### src/rtl/sram_arb_pkg.sv
// -----------------------------------------------------------------------------
// sram_arb_pkg
// Shared types and constants for the SRAM access arbiter.
//   arb_state_t : arbiter phase (IDLE / CAPTURE / PAINT), encoded as on o_state
//   client_t    : identifies which client owns an access or a returning read
//   SRAM_WEN_*  : levels of the active-low SRAM write enable
// -----------------------------------------------------------------------------
package sram_arb_pkg;

  typedef enum logic [1:0] {
    S_IDLE    = 2'd0,
    S_CAPTURE = 2'd1,
    S_PAINT   = 2'd2
  } arb_state_t;

  typedef enum logic [1:0] {
    CL_NONE = 2'd0,
    CL_DISP = 2'd1,
    CL_CAP  = 2'd2,
    CL_PNT  = 2'd3
  } client_t;

  localparam logic SRAM_WEN_WRITE = 1'b0;
  localparam logic SRAM_WEN_IDLE  = 1'b1;

  // True when the given client's access is a write. Capture always writes,
  // display always reads, painter follows its own we flag.
  function automatic logic client_is_write(client_t cl, logic pnt_we);
    logic w_wr;
    w_wr = 1'b0;
    case (cl)
      CL_CAP:  w_wr = 1'b1;
      CL_PNT:  w_wr = pnt_we;
      default: w_wr = 1'b0;
    endcase
    return w_wr;
  endfunction

endpackage

### src/rtl/sram_access_arbiter_if.sv
// -----------------------------------------------------------------------------
// sram_access_arbiter_if
// External SRAM pin bundle.
//   o_s_addr : word address driven to the SRAM
//   o_s_data : write data driven to the SRAM
//   o_s_wen  : write enable, active low
//   i_s_data : read data returned by the SRAM
// Modports: master = arbiter side, slave = SRAM / pad side.
// -----------------------------------------------------------------------------
interface sram_access_arbiter_if #(
  parameter int ADDR_W = 20,
  parameter int DATA_W = 16
);

  logic [ADDR_W-1:0] o_s_addr;
  logic [DATA_W-1:0] o_s_data;
  logic              o_s_wen;
  logic [DATA_W-1:0] i_s_data;

  modport master (
    output o_s_addr,
    output o_s_data,
    output o_s_wen,
    input  i_s_data
  );

  modport slave (
    input  o_s_addr,
    input  o_s_data,
    input  o_s_wen,
    output i_s_data
  );

endinterface

### src/rtl/sram_issue_pipe.sv
// -----------------------------------------------------------------------------
// sram_issue_pipe
// Registered SRAM pin stage plus the two-stage read-return pipeline.
//   i_clk, i_rst_n : clock, asynchronous active-low reset
//   i_issue        : an access is granted this cycle
//   i_client       : owner of the granted access
//   i_we           : granted access is a write
//   i_addr/i_wdata : address / write data of the granted access
//   sram           : SRAM pins (master side)
//   o_disp_*       : display read data / valid
//   o_pnt_*        : painter read data / valid
// Grant at t -> pins at t+1 -> i_s_data captured at end of t+1 -> rvalid at t+2.
// -----------------------------------------------------------------------------
module sram_issue_pipe
  import sram_arb_pkg::*;
#(
  parameter int ADDR_W = 20,
  parameter int DATA_W = 16
) (
  input  logic                  i_clk,
  input  logic                  i_rst_n,
  input  logic                  i_issue,
  input  client_t               i_client,
  input  logic                  i_we,
  input  logic [ADDR_W-1:0]     i_addr,
  input  logic [DATA_W-1:0]     i_wdata,
  sram_access_arbiter_if.master sram,
  output logic [DATA_W-1:0]     o_disp_rdata,
  output logic                  o_disp_rvalid,
  output logic [DATA_W-1:0]     o_pnt_rdata,
  output logic                  o_pnt_rvalid
);

  logic [ADDR_W-1:0] r_s_addr;
  logic [DATA_W-1:0] r_s_data;
  logic              r_s_wen;
  // Owner of the read currently on the pins (stage 1 of the return path).
  client_t           r_rd_id;

  // Address and data are held across idle cycles; only wen drops back to idle.
  always_ff @(posedge i_clk or negedge i_rst_n) begin
    if (!i_rst_n) begin
      r_s_addr <= '0;
      r_s_data <= '0;
      r_s_wen  <= SRAM_WEN_IDLE;
      r_rd_id  <= CL_NONE;
    end else begin
      r_s_wen <= SRAM_WEN_IDLE;
      r_rd_id <= CL_NONE;
      if (i_issue) begin
        r_s_addr <= i_addr;
        if (i_we) begin
          r_s_wen  <= SRAM_WEN_WRITE;
          r_s_data <= i_wdata;
        end else begin
          r_rd_id  <= i_client;
        end
      end
    end
  end

  assign sram.o_s_addr = r_s_addr;
  assign sram.o_s_data = r_s_data;
  assign sram.o_s_wen  = r_s_wen;

  // Stage 2: one return channel per reading client (0 = display, 1 = painter).
  // The id travels with the read, so a phase change never misroutes data.
  genvar gi;
  generate
    for (gi = 0; gi < 2; gi++) begin : g_ret
      localparam client_t OWNER = (gi == 0) ? CL_DISP : CL_PNT;
      logic              r_rvalid;
      logic [DATA_W-1:0] r_rdata;

      always_ff @(posedge i_clk or negedge i_rst_n) begin
        if (!i_rst_n) begin
          r_rvalid <= 1'b0;
          r_rdata  <= '0;
        end else begin
          r_rvalid <= (r_rd_id == OWNER);
          if (r_rd_id == OWNER) begin
            r_rdata <= sram.i_s_data;
          end
        end
      end
    end
  endgenerate

  assign o_disp_rvalid = g_ret[0].r_rvalid;
  assign o_disp_rdata  = g_ret[0].r_rdata;
  assign o_pnt_rvalid  = g_ret[1].r_rvalid;
  assign o_pnt_rdata   = g_ret[1].r_rdata;

endmodule

### src/rtl/sram_access_arbiter.sv
// -----------------------------------------------------------------------------
// sram_access_arbiter
// Shares one single-port SRAM between display read-back, the frame capture
// writer and the painter engine; sequences IDLE -> CAPTURE -> PAINT.
//   i_clk, i_rst_n          : clock, asynchronous active-low reset
//   i_start_cap, i_stop     : phase control pulses (start wins if both)
//   o_cap_done, o_state     : capture-complete pulse, current phase
//   i_disp_* / o_disp_*     : display read client
//   i_cap_* / o_cap_gnt     : capture write client
//   i_pnt_* / o_pnt_*       : painter read/write client
//   sram                    : registered SRAM pins (master side)
// One access is granted per cycle; a read directly after a write is delayed
// one cycle for bus turnaround. The painter is forced through after
// STARVE_MAX consecutive denied cycles (0 disables).
// -----------------------------------------------------------------------------
module sram_access_arbiter
  import sram_arb_pkg::*;
#(
  parameter int ADDR_W     = 20,
  parameter int DATA_W     = 16,
  parameter int CAP_WORDS  = 105000,
  parameter int STARVE_MAX = 15
) (
  input  logic                  i_clk,
  input  logic                  i_rst_n,
  input  logic                  i_start_cap,
  input  logic                  i_stop,
  output logic                  o_cap_done,
  output logic [1:0]            o_state,
  input  logic                  i_disp_req,
  input  logic [ADDR_W-1:0]     i_disp_addr,
  output logic                  o_disp_gnt,
  output logic [DATA_W-1:0]     o_disp_rdata,
  output logic                  o_disp_rvalid,
  input  logic                  i_cap_req,
  input  logic [ADDR_W-1:0]     i_cap_addr,
  input  logic [DATA_W-1:0]     i_cap_wdata,
  output logic                  o_cap_gnt,
  input  logic                  i_pnt_req,
  input  logic                  i_pnt_we,
  input  logic [ADDR_W-1:0]     i_pnt_addr,
  input  logic [DATA_W-1:0]     i_pnt_wdata,
  output logic                  o_pnt_gnt,
  output logic [DATA_W-1:0]     o_pnt_rdata,
  output logic                  o_pnt_rvalid,
  sram_access_arbiter_if.master sram
);

  localparam int                STARVE_W   = (STARVE_MAX < 1) ? 1 : $clog2(STARVE_MAX + 1);
  localparam logic [STARVE_W-1:0] STARVE_LIM = STARVE_W'(STARVE_MAX);
  localparam logic [ADDR_W-1:0] CAP_LAST   = ADDR_W'(CAP_WORDS - 1);

  arb_state_t          r_state, w_state_next;
  logic [ADDR_W-1:0]   r_cap_cnt, w_cap_cnt_next;
  logic [STARVE_W-1:0] r_starve_cnt, w_starve_cnt_next;
  logic                r_last_wr, w_last_wr_next;

  client_t             w_cand;
  client_t             w_gnt_cl;
  logic                w_cand_we;
  logic                w_bubble;
  logic                w_issue;
  logic                w_starve_force;
  logic                w_cap_last;
  logic [ADDR_W-1:0]   w_addr;
  logic [DATA_W-1:0]   w_wdata;

  // ---------------------------------------------------------------------------
  // Candidate selection and grant
  // ---------------------------------------------------------------------------
  assign w_starve_force = (STARVE_MAX > 0) && (r_state == S_PAINT) &&
                          i_pnt_req && (r_starve_cnt == STARVE_LIM);

  always_comb begin
    w_cand = CL_NONE;
    case (r_state)
      S_IDLE: begin
        if (i_disp_req) w_cand = CL_DISP;
      end
      S_CAPTURE: begin
        if (i_disp_req)     w_cand = CL_DISP;
        else if (i_cap_req) w_cand = CL_CAP;
      end
      S_PAINT: begin
        if (w_starve_force) w_cand = CL_PNT;
        else if (i_disp_req) w_cand = CL_DISP;
        else if (i_pnt_req)  w_cand = CL_PNT;
      end
      default: w_cand = CL_NONE;
    endcase
  end

  assign w_cand_we = client_is_write(w_cand, i_pnt_we);
  // A read right after an issued write waits one cycle; the requester keeps
  // its request up and is re-evaluated next cycle.
  assign w_bubble  = r_last_wr && (w_cand != CL_NONE) && !w_cand_we;
  // Grants are held off while reset is asserted so every output sits at its
  // reset value during reset.
  assign w_issue   = i_rst_n && (w_cand != CL_NONE) && !w_bubble;
  assign w_gnt_cl  = w_issue ? w_cand : CL_NONE;

  assign o_disp_gnt = (w_gnt_cl == CL_DISP);
  assign o_cap_gnt  = (w_gnt_cl == CL_CAP);
  assign o_pnt_gnt  = (w_gnt_cl == CL_PNT);

  always_comb begin
    w_addr  = '0;
    w_wdata = '0;
    case (w_cand)
      CL_DISP: w_addr = i_disp_addr;
      CL_CAP: begin
        w_addr  = i_cap_addr;
        w_wdata = i_cap_wdata;
      end
      CL_PNT: begin
        w_addr  = i_pnt_addr;
        w_wdata = i_pnt_wdata;
      end
      default: begin
        w_addr  = '0;
        w_wdata = '0;
      end
    endcase
  end

  assign w_cap_last = (w_gnt_cl == CL_CAP) && (r_cap_cnt == CAP_LAST);
  assign o_cap_done = w_cap_last;
  assign o_state    = r_state;

  // ---------------------------------------------------------------------------
  // Phase FSM and counters
  // ---------------------------------------------------------------------------
  always_comb begin
    w_state_next   = r_state;
    w_cap_cnt_next = r_cap_cnt;

    if (w_gnt_cl == CL_CAP) begin
      w_cap_cnt_next = w_cap_last ? '0 : (r_cap_cnt + ADDR_W'(1));
    end

    case (r_state)
      S_IDLE: begin
        if (i_start_cap) begin
          w_state_next   = S_CAPTURE;
          w_cap_cnt_next = '0;
        end
      end
      S_CAPTURE: begin
        // A start pulse during capture restarts the frame count.
        if (i_start_cap) begin
          w_state_next   = S_CAPTURE;
          w_cap_cnt_next = '0;
        end else if (i_stop) begin
          w_state_next   = S_IDLE;
          w_cap_cnt_next = '0;
        end else if (w_cap_last) begin
          w_state_next   = S_PAINT;
        end
      end
      S_PAINT: begin
        if (i_start_cap) begin
          w_state_next   = S_CAPTURE;
          w_cap_cnt_next = '0;
        end else if (i_stop) begin
          w_state_next   = S_IDLE;
        end
      end
      default: begin
        w_state_next   = S_IDLE;
        w_cap_cnt_next = '0;
      end
    endcase
  end

  // Starvation only accrues while the painter is eligible (PAINT). The count
  // saturates so a forced grant lost to a turnaround bubble is retried.
  always_comb begin
    w_starve_cnt_next = '0;
    if ((r_state == S_PAINT) && i_pnt_req && (w_gnt_cl != CL_PNT)) begin
      if (r_starve_cnt != STARVE_LIM) begin
        w_starve_cnt_next = r_starve_cnt + STARVE_W'(1);
      end else begin
        w_starve_cnt_next = r_starve_cnt;
      end
    end
  end

  assign w_last_wr_next = w_issue && w_cand_we;

  always_ff @(posedge i_clk or negedge i_rst_n) begin
    if (!i_rst_n) begin
      r_state      <= S_IDLE;
      r_cap_cnt    <= '0;
      r_starve_cnt <= '0;
      r_last_wr    <= 1'b0;
    end else begin
      r_state      <= w_state_next;
      r_cap_cnt    <= w_cap_cnt_next;
      r_starve_cnt <= w_starve_cnt_next;
      r_last_wr    <= w_last_wr_next;
    end
  end

  // ---------------------------------------------------------------------------
  // Pin stage and read return
  // ---------------------------------------------------------------------------
  sram_issue_pipe #(
    .ADDR_W (ADDR_W),
    .DATA_W (DATA_W)
  ) u_pipe (
    .i_clk         (i_clk),
    .i_rst_n       (i_rst_n),
    .i_issue       (w_issue),
    .i_client      (w_cand),
    .i_we          (w_cand_we),
    .i_addr        (w_addr),
    .i_wdata       (w_wdata),
    .sram          (sram),
    .o_disp_rdata  (o_disp_rdata),
    .o_disp_rvalid (o_disp_rvalid),
    .o_pnt_rdata   (o_pnt_rdata),
    .o_pnt_rvalid  (o_pnt_rvalid)
  );

endmodule

### src/flat_wrapper.sv
// flat-port wrapper written by rule: the top's interface ports become plain ports
module sram_access_arbiter_flat import sram_arb_pkg::*;
#(
  parameter int ADDR_W     = 20,
  parameter int DATA_W     = 16,
  parameter int CAP_WORDS  = 105000,
  parameter int STARVE_MAX = 15
)
  (i_clk, i_rst_n, i_start_cap, i_stop, o_cap_done, o_state, i_disp_req, i_disp_addr, o_disp_gnt, o_disp_rdata, o_disp_rvalid, i_cap_req, i_cap_addr, i_cap_wdata, o_cap_gnt, i_pnt_req, i_pnt_we, i_pnt_addr, i_pnt_wdata, o_pnt_gnt, o_pnt_rdata, o_pnt_rvalid, sram_o_s_addr, sram_o_s_data, sram_o_s_wen, sram_i_s_data);
  sram_access_arbiter_if #(.ADDR_W(ADDR_W), .DATA_W(DATA_W)) sram_i ();
  input  logic i_clk;
  input  logic i_rst_n;
  input  logic i_start_cap;
  input  logic i_stop;
  output logic o_cap_done;
  output logic [1:0] o_state;
  input  logic i_disp_req;
  input  logic [ADDR_W-1:0] i_disp_addr;
  output logic o_disp_gnt;
  output logic [DATA_W-1:0] o_disp_rdata;
  output logic o_disp_rvalid;
  input  logic i_cap_req;
  input  logic [ADDR_W-1:0] i_cap_addr;
  input  logic [DATA_W-1:0] i_cap_wdata;
  output logic o_cap_gnt;
  input  logic i_pnt_req;
  input  logic i_pnt_we;
  input  logic [ADDR_W-1:0] i_pnt_addr;
  input  logic [DATA_W-1:0] i_pnt_wdata;
  output logic o_pnt_gnt;
  output logic [DATA_W-1:0] o_pnt_rdata;
  output logic o_pnt_rvalid;
  output wire logic [$bits(sram_i.o_s_addr)-1:0] sram_o_s_addr;
  output wire logic [$bits(sram_i.o_s_data)-1:0] sram_o_s_data;
  output wire logic [$bits(sram_i.o_s_wen)-1:0] sram_o_s_wen;
  input wire logic [$bits(sram_i.i_s_data)-1:0] sram_i_s_data;
  assign sram_o_s_addr = sram_i.o_s_addr;
  assign sram_o_s_data = sram_i.o_s_data;
  assign sram_o_s_wen = sram_i.o_s_wen;
  assign sram_i.i_s_data = sram_i_s_data;
  sram_access_arbiter #(.ADDR_W(ADDR_W), .DATA_W(DATA_W), .CAP_WORDS(CAP_WORDS), .STARVE_MAX(STARVE_MAX)) u_core (.i_clk(i_clk), .i_rst_n(i_rst_n), .i_start_cap(i_start_cap), .i_stop(i_stop), .o_cap_done(o_cap_done), .o_state(o_state), .i_disp_req(i_disp_req), .i_disp_addr(i_disp_addr), .o_disp_gnt(o_disp_gnt), .o_disp_rdata(o_disp_rdata), .o_disp_rvalid(o_disp_rvalid), .i_cap_req(i_cap_req), .i_cap_addr(i_cap_addr), .i_cap_wdata(i_cap_wdata), .o_cap_gnt(o_cap_gnt), .i_pnt_req(i_pnt_req), .i_pnt_we(i_pnt_we), .i_pnt_addr(i_pnt_addr), .i_pnt_wdata(i_pnt_wdata), .o_pnt_gnt(o_pnt_gnt), .o_pnt_rdata(o_pnt_rdata), .o_pnt_rvalid(o_pnt_rvalid), .sram(sram_i));
endmodule
### config.mk
export PLATFORM = sky130hd
export DESIGN_NAME = sram_access_arbiter_flat
export DESIGN_NICKNAME = d
export VERILOG_FILES = /design/src/rtl/sram_arb_pkg.sv /design/src/rtl/sram_access_arbiter_if.sv /design/src/rtl/sram_issue_pipe.sv /design/src/rtl/sram_access_arbiter.sv /design/src/flat_wrapper.sv
export SDC_FILE = /design/constraint.sdc
export NUM_CORES = 1
export LEC_CHECK = 0
export BUFFER_PORTS_ARGS = -buffer_cell sky130_fd_sc_hd__buf_2
export CAP_MARGIN = 20
export CORE_AREA = 3 3 101 103
export CTS_BUF_LIST = sky130_fd_sc_hd__clkbuf_4 sky130_fd_sc_hd__clkbuf_8
export DETAILED_ROUTE_END_ITERATION = 10
export DIE_AREA = 0 0 104 106
export PLACE_DENSITY = 0.85
export SLEW_MARGIN = 20
export SYNTH_ARGS = -nofsm -noshare
export SYNTH_HDL_FRONTEND = slang
export SYNTH_SLANG_ARGS = --single-unit
### constraint.sdc
create_clock -name i_clk -period 2.5 [get_ports i_clk]
set_input_delay 0.125 -clock i_clk [delete_from_list [all_inputs] [get_ports i_clk]]
set_output_delay 0.125 -clock i_clk [all_outputs]
set_load 0.005 [all_outputs]
==> metrics.md <==
| Metric | Value |
|---|---|
| Max frequency | around 430 MHz |
| Clock sinks | 100 |
| Clock share of power | 0.270 |
| TNS Setup | 0 ns |
| Netlist Area Pre-Place | between 4000 and 5000 µm² |
| Relative max-transition margin | 0.4114 |
| Antenna viol nets, final | 0 |
| DR DRC count | 0 |
| Area of the multi-input gates | about 1900 µm² |
| Initial DRT Pass Iterations | 7 |
| IR drop worst, VDD | 0.2892 mV |
| Syn Area/Cell | approximately 11 µm² |
| FILL cells | between 700 and 800 |
| Die width | 104 µm |
| Mapped Nets | 529 |
| Post-synth EDFFs | 0 |
| Clock Tree Root | clkbuf_8 |
| WP data arrival | about 2.2 ns |
| Primary FF master, synth | dfrtp_1 |
| Buffers on Ports | about 190 |
| Total Wirelength | about 13000 µm |
| Fin crit period | about 2.3 ns |
| DR iter-0 viols | 360 |
| Die area | 11020 µm² |
| Register area share after synthesis | 0.5380 |
| Post-synthesis simple-gate area fraction | 0.1490 |
| Flop-to-flop setup slack | roughly 0.32 ns |
| Final nets | 728 |
| Ys async rst share | 1.000 |
| Starting Density | 0.5012 |
| CP cell instances | ha_2 -> nand3_2 -> a22oi_1 -> nand2_1 -> and2_1 -> buf_12 -> nor2b_1 -> buf_2 |
| Cts bufs inserted | 9 |
| Combinational power share | 0.194 |
| Share of cells above drive strength 1 | 0.4244 |
| Ant diodes | 0 |
| Worst-Margin Slew | roughly 0.88 ns |
| Gp weighted congestion | 0.9080 |
| P_int | 2.546 mW |
| Pin count of the biggest net entering global routing | 74 |
| Final Cell Area | 6028 µm² |
| Die height | 106 µm |
| Sequential cell area | 2506 µm² |
| Sequential share of power | 0.536 |
| Placed inst area | 5708 µm² |
| Yosys cell types | 50 |
| Worst Setup End Kind | primary output |
| Slowest CP cell | dfrtp_1 |
| CP Launch Type | flip-flop |
| Family with the most delay on the worst path | simple AND/OR/NAND/NOR gates |
| Post-detail-place hpwl | between 9000 and 10000 µm |
| Row count | 35 |
| Endpoints failing setup | 0 |
| Final max-slew violation count | 0 |
| Total grt overflow | 0 |
| Final core utilization | 0.6493 |
| Clk Latency, worst-skew pair | around 0.37 ns |
| Vias/cell | roughly 5.5 |
| CTS tree | done |
| Hold_sp | i_cap_wdata[11] |
| Final period util | 0.9360 |
| First-pass GRT wire length | a little over 20000 µm |
| Area Overhead vs Synth | 29.55% |
| Post-synthesis mux area share | 0.1226 |
| Adder-cell area share of the yosys netlist | 0.005378 |
| Sw Share | 0.2869 |
| Reg clk slew, reported paths | 0.11 ns |
| Hold Crit Class | primary input to flip-flop |
| Hold Violations, Final | 0 |
| Yosys warns | 0 |
| Status | finished, final reports clean |
| Cells after Synth | 411 |
| Gr usage total | 0.2289 |
| Compound-cell area share of the yosys netlist | 0.1024 |
| Synth Register Bits | 100 |
| Xor and xnor fraction of the mapped netlist area | 0.03012 |
| WP buf/inv | 2 |
| Final Skew | 0.01364 ns |
| P_leak | 2.934 nW |
| Routed WL per cell | around 18 µm |
| CP peak stage delay | just over 0.4 ns |
| CTS H-tree lvls | 3 |
| Setup CP Type | flip-flop to primary output |
| Main combinational cell family by area after synthesis | simple AND/OR/NAND/NOR gates |
| PwrDens | roughly 590 nW/µm² |
| Psw | a little over 1 mW |
| Reg-to-reg startpoint | u_core.r_starve_cnt[1]$_DFFE_PN0P_ |
| CP Launch Point | u_core.r_starve_cnt[1]$_DFFE_PN0P_ |
| Core area | slightly above 9000 µm² |
| Total number of vias | about 4000 |
| Vias in the first global route | between 4000 and 5000 |
| Setup Fix Bufs, Post-CTS | 0 |
| CTS max path bufs | 2 |
| Initial antenna violation count | 0 |
| CP Max Fanout | 25 |
| Number of max-cap violations | 0 |
| Worst EP required | 2.38 ns |
| Io pins | between 150 and 200 |
[tightest hold or removal path, delay by kind of cell]
family          cells  cell delay, ns
simple gates        1            0.08
compound gates      1            0.07
buf+inv             1            0.08
[cells by family (layout without fill, tap and decap cells)]
| family | Yosys count | count (layout) |
|---|---|---|
| buf+inv | 52 | 256 |
| xor+xnor | 16 | 16 |
| simple gates | 131 | 131 |
| compound gates | 57 | 57 |
| fa+ha+maj | 2 | 2 |
| flops | 100 | 100 |
| mux | 53 | 53 |
[per-layer routing]
metal	GRT usage	vias to the layer above	share of wire
li1	-	1893	-
met1	0.2869	1978	0.40
met2	0.3988	199	0.52
met3	0.04189	21	0.064
met4	0.08072	0	0.016
met5	0	-	0
[layout by cell type, fill, tap and decap left out, types with 3 or more instances in the layout]
master / n
a21oi_1: 6
a221oi_1: 16
a222oi_1: 20
a31oi_1: 3
buf_2: 191
buf_4: 7
clkbuf_8: 9
dfrtp_1: 97
dlygate4sd3_1: 13
inv_1: 27
mux2_2: 32
mux2i_1: 21
nand2_1: 17
nand2b_1: 3
nand3_1: 4
nand3_2: 3
nand4_1: 11
nor2_1: 55
nor3_1: 8
nor4_1: 6
o21ai_0: 3
or3_1: 3
xnor2_1: 9
xor2_1: 7
[cell usage after synthesis (5+ instances only)]
library cell / count / share of area
a222oi_1: 20 / 0.043
mux2i_1: 21 / 0.045
mux2_2: 32 / 0.077
buf_2: 6 / 0.0065
xor2_1: 7 / 0.013
inv_1: 27 / 0.022
a221oi_1: 16 / 0.030
xnor2_1: 9 / 0.017
nand4_1: 11 / 0.015
nand3_1: 5 / 0.0054
dfrtp_1: 99 / 0.53
nor3_1: 8 / 0.0086
a21oi_1: 7 / 0.0075
nor4_1: 6 / 0.0081
clkbuf_1: 10 / 0.0081
nor2_1: 55 / 0.044
nand2_1: 17 / 0.014
[what timing repair did]
action	CTS	global route
endpoints found under the setup margin	0	3
hold endpoints to repair	44	1
gates resized for setup	0	4
hold buffers	12	1
[power groups by stage]
stage          Sequential, mW  Clock [mW]  Combinational [mW]
2_1_floorplan            1.95           0               0.268
3_3_place_gp             1.93           0               0.650
3_5_place_dp             1.94           0               0.678
4_1_cts                  1.91       0.987               0.695
5_1_grt                  1.94        1.07               0.756
6_report                 1.91       0.965               0.691
[area by class of cell]
type | count | area share
Sequential cell | 100 | 0.4157
Multi-Input combinational cell | 259 | 0.3180
Timing Repair Buffer | 212 | 0.1922
Tap cell | 129 | 0.02677
Clock buffer | 9 | 0.02055
Inverter | 28 | 0.01743
Clock inverter | 7 | 0.009340
[through the flow]
stage	instances	power (mW)	hold WS, ns	worst slack [ns]
floorplan	411	2.219	-0.1706	0.6745
global placement	715	2.578	0.08295	0.4258
detailed placement	715	2.620	0.09475	0.2705
CTS	743	3.593	0.003647	0.05032
global route	744	3.764	0.003623	-0.001337
finish	744	3.570	0.01485	0.1599
[state kept, by name (all words and copies together), names as in the netlist]
register and flops:
u_core.u_pipe.sram.o_s_wen 1, u_core.r_cap_cnt 20, u_core.u_pipe.o_disp_rdata 16, u_core.r_starve_cnt 4
u_core.u_pipe.sram.o_s_data 16, u_core.u_pipe.o_disp_rvalid 1, u_core.u_pipe.r_rd_id 2, u_core.r_last_wr 1
u_core.u_pipe.sram.o_s_addr 20, u_core.u_pipe.o_pnt_rvalid 1, u_core.u_pipe.o_pnt_rdata 16, u_core.o_state 2
[worst paths after layout]
kind / to / cells after the start
hold / removal: u_core.u_pipe.sram.o_s_data[11]$_DFFE_PN0P_ / 3
setup reg to reg: u_core.u_pipe.sram.o_s_data[0]$_DFFE_PN0P_ / 8
hold reg to reg: u_core.u_pipe.o_disp_rdata[0]$_DFFE_PN0P_ / 1
min in group asynchronous: u_core.r_cap_cnt[16]$_DFF_PN0_ / 2
setup / recovery: o_pnt_gnt / 8
max in group asynchronous: u_core.u_pipe.sram.o_s_addr[5]$_DFFE_PN0N_ / 3
(Power assumes the default switching activity.)
